[config.mk]
export PLATFORM = sky130hd
export DESIGN_NAME = tile_writeback
export DESIGN_NICKNAME = d
export VERILOG_FILES = /design/src/rtl/tile_writeback_pkg.sv /design/src/rtl/tile_writeback_pixel_skid_fifo.sv /design/src/rtl/tile_writeback.sv
export SDC_FILE = /design/constraint.sdc
export NUM_CORES = 1
export LEC_CHECK = 0
export BUFFER_PORTS_ARGS = -buffer_cell sky130_fd_sc_hd__buf_2
export CAP_MARGIN = 25
export CORE_MARGIN = 10
export CORE_UTILIZATION = 57
export CTS_CLUSTER_SIZE = 30
export DETAILED_ROUTE_END_ITERATION = 10
export GPL_TIMING_DRIVEN = 0
export PLACE_DENSITY = 0.82
export RECOVER_POWER = 25
export SETUP_SLACK_MARGIN = 0.4
export SLEW_MARGIN = 20
export SYNTH_ARGS = -nofsm -noshare
export SYNTH_HDL_FRONTEND = slang
export SYNTH_SLANG_ARGS = --single-unit
[constraint.sdc]
create_clock -name clk -period 3.3 [get_ports clk]
set_clock_uncertainty 0.2 [all_clocks]
set_input_delay 0.33 -clock clk [delete_from_list [all_inputs] [get_ports clk]]
set_output_delay 0.33 -clock clk [all_outputs]
set_load 0.02 [all_outputs]
[src/rtl/tile_writeback_pkg.sv]
// rtl/tile_writeback_pkg.sv - shared tile geometry and pixel type for the tile pipeline
package tile_writeback_pkg;

   localparam int TILE_DIM    = 32;
   localparam int TILE_PIXELS = TILE_DIM * TILE_DIM;
   localparam int TILE_IDX_W  = 10;

   // RGB565 pixel as stored in the tile RAM and the framebuffer
   typedef logic [15:0] pixel_t;

endpackage

[src/rtl/tile_writeback_pixel_skid_fifo.sv]
// rtl/tile_writeback_pixel_skid_fifo.sv - 2-deep pixel FIFO hiding the tile RAM read latency
module pixel_skid_fifo
   import tile_writeback_pkg::*;
(
   input  logic       clk,
   input  logic       resetn,
   input  logic       push,
   input  pixel_t     push_data,
   input  logic       pop,
   output pixel_t     head,
   output logic       empty,
   output logic       full,
   output logic [1:0] count
);

   pixel_t mem [2];
   logic   wr_ptr;
   logic   rd_ptr;
   logic   do_push;
   logic   do_pop;

   // A pop frees the head slot, so a push is accepted even when full if it pairs with a pop
   always_comb begin
      do_pop  = pop & ~empty;
      do_push = push & (~full | do_pop);
   end

   assign empty = (count == 2'd0);
   assign full  = (count == 2'd2);
   assign head  = mem[rd_ptr];

   // Storage, pointers and occupancy
   always_ff @(posedge clk or negedge resetn) begin
      if (!resetn) begin
         mem[0] <= '0;
         mem[1] <= '0;
         wr_ptr <= 1'b0;
         rd_ptr <= 1'b0;
         count  <= 2'd0;
      end else begin
         if (do_push) begin
            mem[wr_ptr] <= push_data;
            wr_ptr      <= ~wr_ptr;
         end
         if (do_pop) begin
            rd_ptr <= ~rd_ptr;
         end
         case ({do_push, do_pop})
            2'b10:   count <= count + 2'd1;
            2'b01:   count <= count - 2'd1;
            default: count <= count;
         endcase
      end
   end

endmodule

[src/rtl/tile_writeback.sv]
// rtl/tile_writeback.sv - drains one 32x32 RGB565 tile into the linear framebuffer over Avalon-MM
module tile_writeback
   import tile_writeback_pkg::*;
#(
   parameter int FB_WIDTH = 640,
   parameter int ADDR_W   = 32
)
(
   input  logic                  clk,
   input  logic                  resetn,
   input  logic                  start,
   input  logic [5:0]            tile_x,
   input  logic [5:0]            tile_y,
   input  logic [ADDR_W-1:0]     fb_base,
   output logic                  busy,
   output logic                  done,
   output logic [TILE_IDX_W-1:0] tile_addr,
   input  logic [15:0]           tile_data,
   output logic [ADDR_W-1:0]     avm_address,
   output logic                  avm_write,
   output logic [15:0]           avm_writedata,
   input  logic                  avm_waitrequest
);

   localparam logic [1:0] ST_IDLE = 2'd0;
   localparam logic [1:0] ST_RUN  = 2'd1;
   localparam logic [1:0] ST_DONE = 2'd2;

   localparam logic [ADDR_W-1:0] LINE_PITCH = ADDR_W'(FB_WIDTH * 2);
   localparam logic [ADDR_W-1:0] TILE_ROW   = ADDR_W'(TILE_DIM * FB_WIDTH * 2);
   localparam logic [ADDR_W-1:0] TILE_COL   = ADDR_W'(TILE_DIM * 2);

   logic [1:0]            state;
   logic [ADDR_W-1:0]     line_base;
   logic [TILE_IDX_W:0]   rd_idx;
   logic [TILE_IDX_W-1:0] wr_idx;
   logic                  rd_inflight;
   logic                  rd_issue;
   logic                  accept;
   logic [2:0]            demand;

   logic                  fifo_push;
   logic                  fifo_pop;
   pixel_t                fifo_head;
   logic                  fifo_empty;
   logic                  fifo_full;
   logic [1:0]            fifo_count;

   pixel_skid_fifo u_fifo (
      .clk       (clk),
      .resetn    (resetn),
      .push      (fifo_push),
      .push_data (tile_data),
      .pop       (fifo_pop),
      .head      (fifo_head),
      .empty     (fifo_empty),
      .full      (fifo_full),
      .count     (fifo_count)
   );

   assign busy          = (state == ST_RUN);
   assign done          = (state == ST_DONE);
   assign avm_write     = ~fifo_empty;
   assign avm_writedata = fifo_head;
   assign avm_address   = line_base + ADDR_W'({wr_idx[4:0], 1'b0});

   // Read issue counts the slot freed by this cycle's pop so the pipe sustains one pixel per cycle
   always_comb begin
      accept    = avm_write & ~avm_waitrequest;
      fifo_pop  = accept;
      fifo_push = rd_inflight;
      demand    = {1'b0, fifo_count} + {2'b00, rd_inflight} - {2'b00, fifo_pop};
      rd_issue  = (state == ST_RUN) && (rd_idx < (TILE_IDX_W+1)'(TILE_PIXELS)) && (demand < 3'd2);
   end

   // FSM, read/write counters and framebuffer line accumulator
   always_ff @(posedge clk or negedge resetn) begin
      if (!resetn) begin
         state       <= ST_IDLE;
         line_base   <= '0;
         rd_idx      <= '0;
         wr_idx      <= '0;
         rd_inflight <= 1'b0;
         tile_addr   <= '0;
      end else begin
         case (state)
            ST_IDLE: begin
               if (start) begin
                  state     <= ST_RUN;
                  line_base <= fb_base + ADDR_W'(tile_y) * TILE_ROW + ADDR_W'(tile_x) * TILE_COL;
                  rd_idx    <= '0;
                  wr_idx    <= '0;
               end
            end
            ST_RUN: begin
               if (accept && (wr_idx == TILE_IDX_W'(TILE_PIXELS - 1))) begin
                  state <= ST_DONE;
               end
            end
            ST_DONE: state <= ST_IDLE;
            default: state <= ST_IDLE;
         endcase

         rd_inflight <= rd_issue;
         if (rd_issue) begin
            tile_addr <= rd_idx[TILE_IDX_W-1:0];
            rd_idx    <= rd_idx + 1'b1;
         end

         if (accept) begin
            wr_idx <= wr_idx + 1'b1;
            if (wr_idx[4:0] == 5'd31) begin
               line_base <= line_base + LINE_PITCH;
            end
         end
      end
   end

   // The read throttle must never let a push land on a full FIFO without a matching pop
   always @(posedge clk) begin
      if (resetn) begin
         assert (!(fifo_push && fifo_full && !fifo_pop));
      end
   end

endmodule

==> run metrics <==
status=completed; net count after synthesis=836; placed cells=1000; Overflow after GRT=0; row count=39; WHS Path Cells=2; dominant cells by area after synthesis=dfrtp_1 (38%), mux2_2 (8.1%), ha_1 (6.8%); die height=approximately 130 um; WP data arrival=2760 ps; Leak=a little over 4 nW; critical path class=flop to output port; post-route cell area=8974 um2; Worst EP required=2770 ps; max-slew violation count=0; Worst Tran Pin Value=around 1300 ps; TritonCTS Buffers=9; flop2flop setup slack=roughly 370 ps; Final Hold Viols=0; diodes inserted=0; Syn Area/Cell=9.068 um2; Port Buf Inserts=between 100 and 150; Via density=6.174; post-layout util=approximately 80%; slowest CP cell=dfrtp_1; Min-Delay Startpoint=tile_data[8]; vias in the first global route=6424; CTS tree=yes; CP endpoint kind=output port; IO Pins=125; clk sinks=between 100 and 150; Synth Flop Type=dfrtp_1; worst hold path class=input pin to flop; Die ar.=between 15000 and 20000 um2; post-synthesis sequential area ratio=38.45%; Fill cells=714; Final Wtd Congestion=0.9130; Hold Path Sink=u_fifo.mem[8]$_DFFE_PN0P_; clock slew at reported path FFs=70 ps; Yosys warning count=0; fin nets=1013; RSZ-0062 raised after global routing=true; Max transition margin=15.90%; Yosys top cell by area=dfrtp_1; Area growth syn-to-layout=35.19%; Cell Chain, Critical Path=ha_2 > inv_2 > fa_2 > nor2b_2 > o21ai_2 > a21oi_4 > o21ai_4 > or2_4 > clkbuf_16 > nor3_4 > xor2_2 > buf_6; DRT iter0 DRCs=626; Post-Syn Instances=732; initial antenna violation count=0; most numerous cell in the Yosys netlist=nand2_1; final wirelength=20880 um; CP top delay family=simple AND/OR/NAND/NOR gates; Max stage delay on crit path=roughly 370 ps; clock latency on the worst-skew pair=350 ps; Fmax achieved=0.3044 GHz; CP max FO=6; Root Driver=clkbuf_16; Hold Slack=31.62 ps; 1st-pass router iterations=5; reg2reg end=rd_idx[3]$_DFFE_PN0P_; hpwl dp=roughly 14000 um; cells on worst reg2reg path=12; final worst-path cycle share=99.56%; via count=6526; WL/cell=19.76 um; count of non-filler cells in the finished layout=1057; Buf+Inv Stages, Crit Path=3; Max H-tree Level=3; Max Cap Viol=0; Post-synth EDFFs=0; setup tns final=0 ps; starting density of the core=roughly three fifths; layout cell share with drive strength beyond 1=38.40%; Power Density=749.3 nW/um2; CORE AREA=about 11000 um2; Setup WS pre-CTS=-149.8 ps; peak supply drop=0.0007062 V; Post-Syn Area=6638 um2; fin crit period=3286 ps; first-pass GRT wire length=32020 um; synthesized flop and latch total=102; Setup violations, final=0; RR Startpoint=u_fifo.count[0]$_DFFE_PN0P_; startpoint types=flop; total track usage=between 20% and 30%; Yosys top cell area share=38.45%; final setup margin=14.40 ps; Longest Clk Path Bufs=2; Pwr Total=6.724 mW; Distinct cells, synth=64; synth cell count leaders=nand2_1 (114), dfrtp_1 (102), nor2_1 (51), o21ai_0 (50), mux2_2 (48); DRC viols=0; Die W=127.9 um; largest net degree at the start of global routing=54; Placement Cell Area=7611 um2; post-route ant nets=0; async set-or-reset flop fraction in the synthesized netlist=100.0%
==> final cells by class <==
| type | instances | area [um2] | area share [%] |
|---|---|---|---|
| multi-input cells | 579 | 4581 | 51.05 |
| inverters | 23 | 91.34 | 1.018 |
| clock buffers | 9 | 225.2 | 2.510 |
| plain buffers | 28 | 157.7 | 1.757 |
| flip-flops and latches | 102 | 2560 | 28.53 |
| repair buffers | 166 | 1085 | 12.09 |
| well taps | 143 | 178.9 | 1.994 |
| clock inverters | 7 | 95.09 | 1.060 |
==> layout by cell type, fill, tap and decap left out, drive strengths merged, types with 27 or more instances in the layout <==
cell type / Yosys / final
a21oi: 37 / 37
xnor2: 30 / 30
buf: 12 / 169
o21ai: 55 / 55
nand2: 114 / 114
ha: 36 / 36
dfrtp: 102 / 102
clkbuf: 16 / 27
nor2: 51 / 51
nand3: 37 / 37
mux2: 48 / 48
==> metal layers <==
metal / vias to the layer above / GRT usage (%) / share of wire, %
met2: 315 / 41.85 / 52
met3: 62 / 3.639 / 6.8
met1: 3173 / 27.63 / 38
li1: 2976 / - / -
met5: - / 0 / 0
met4: 0 / 8.940 / 3.1
==> kinds of logic after synthesis <==
| logic type | synth area share (%) |
|---|---|
| fa+ha+maj | 7.992 |
| buf+inv | 3.110 |
| flops | 38.45 |
| mux | 8.747 |
| simple gates | 19.08 |
| compound gates | 15.23 |
| xor+xnor | 7.389 |
==> worst max-delay path by stage <==
stage                           from  slack [ps]                      end  cells past startpoint
6_report       wr_idx[0]$_DFFE_PN0P_          10          avm_address[25]                     12
5_1_grt        wr_idx[0]$_DFFE_PN0P_         -70          avm_address[25]                     12
4_1_cts        wr_idx[0]$_DFFE_PN0P_           7          avm_address[21]                     12
3_5_place_dp               tile_y[1]        -150  line_base[30]$_DFF_PN0_                     15
3_3_place_gp               tile_y[1]        -100  line_base[30]$_DFF_PN0_                     15
2_1_floorplan              tile_y[1]         230  line_base[30]$_DFF_PN0_                     14
==> report_power, final <==
part	total, mW	internal [mW]	switching [mW]
clock	1.15	0.668	0.483
combinational	3.54	1.52	2.01
sequential	2.04	1.68	0.356
==> registers in the layout (all words and copies together) (netlist names), 2 cells and up <==
name and count:
wr_idx 10, u_fifo.count 2, u_fifo.mem 32, line_base 32, rd_idx 11, tile_addr 10, state 2
==> what timing repair did <==
action                                 in CTS  in global routing
setup endpoints to repair                  59                 63
buffers inserted                           18                 16
hold buffers                                7                  0
resized for setup                          81                 94
endpoints found under the hold margin      55                  0
pin swaps                                  34                 44
No activity file was read; power rests on OpenSTA's default activity.
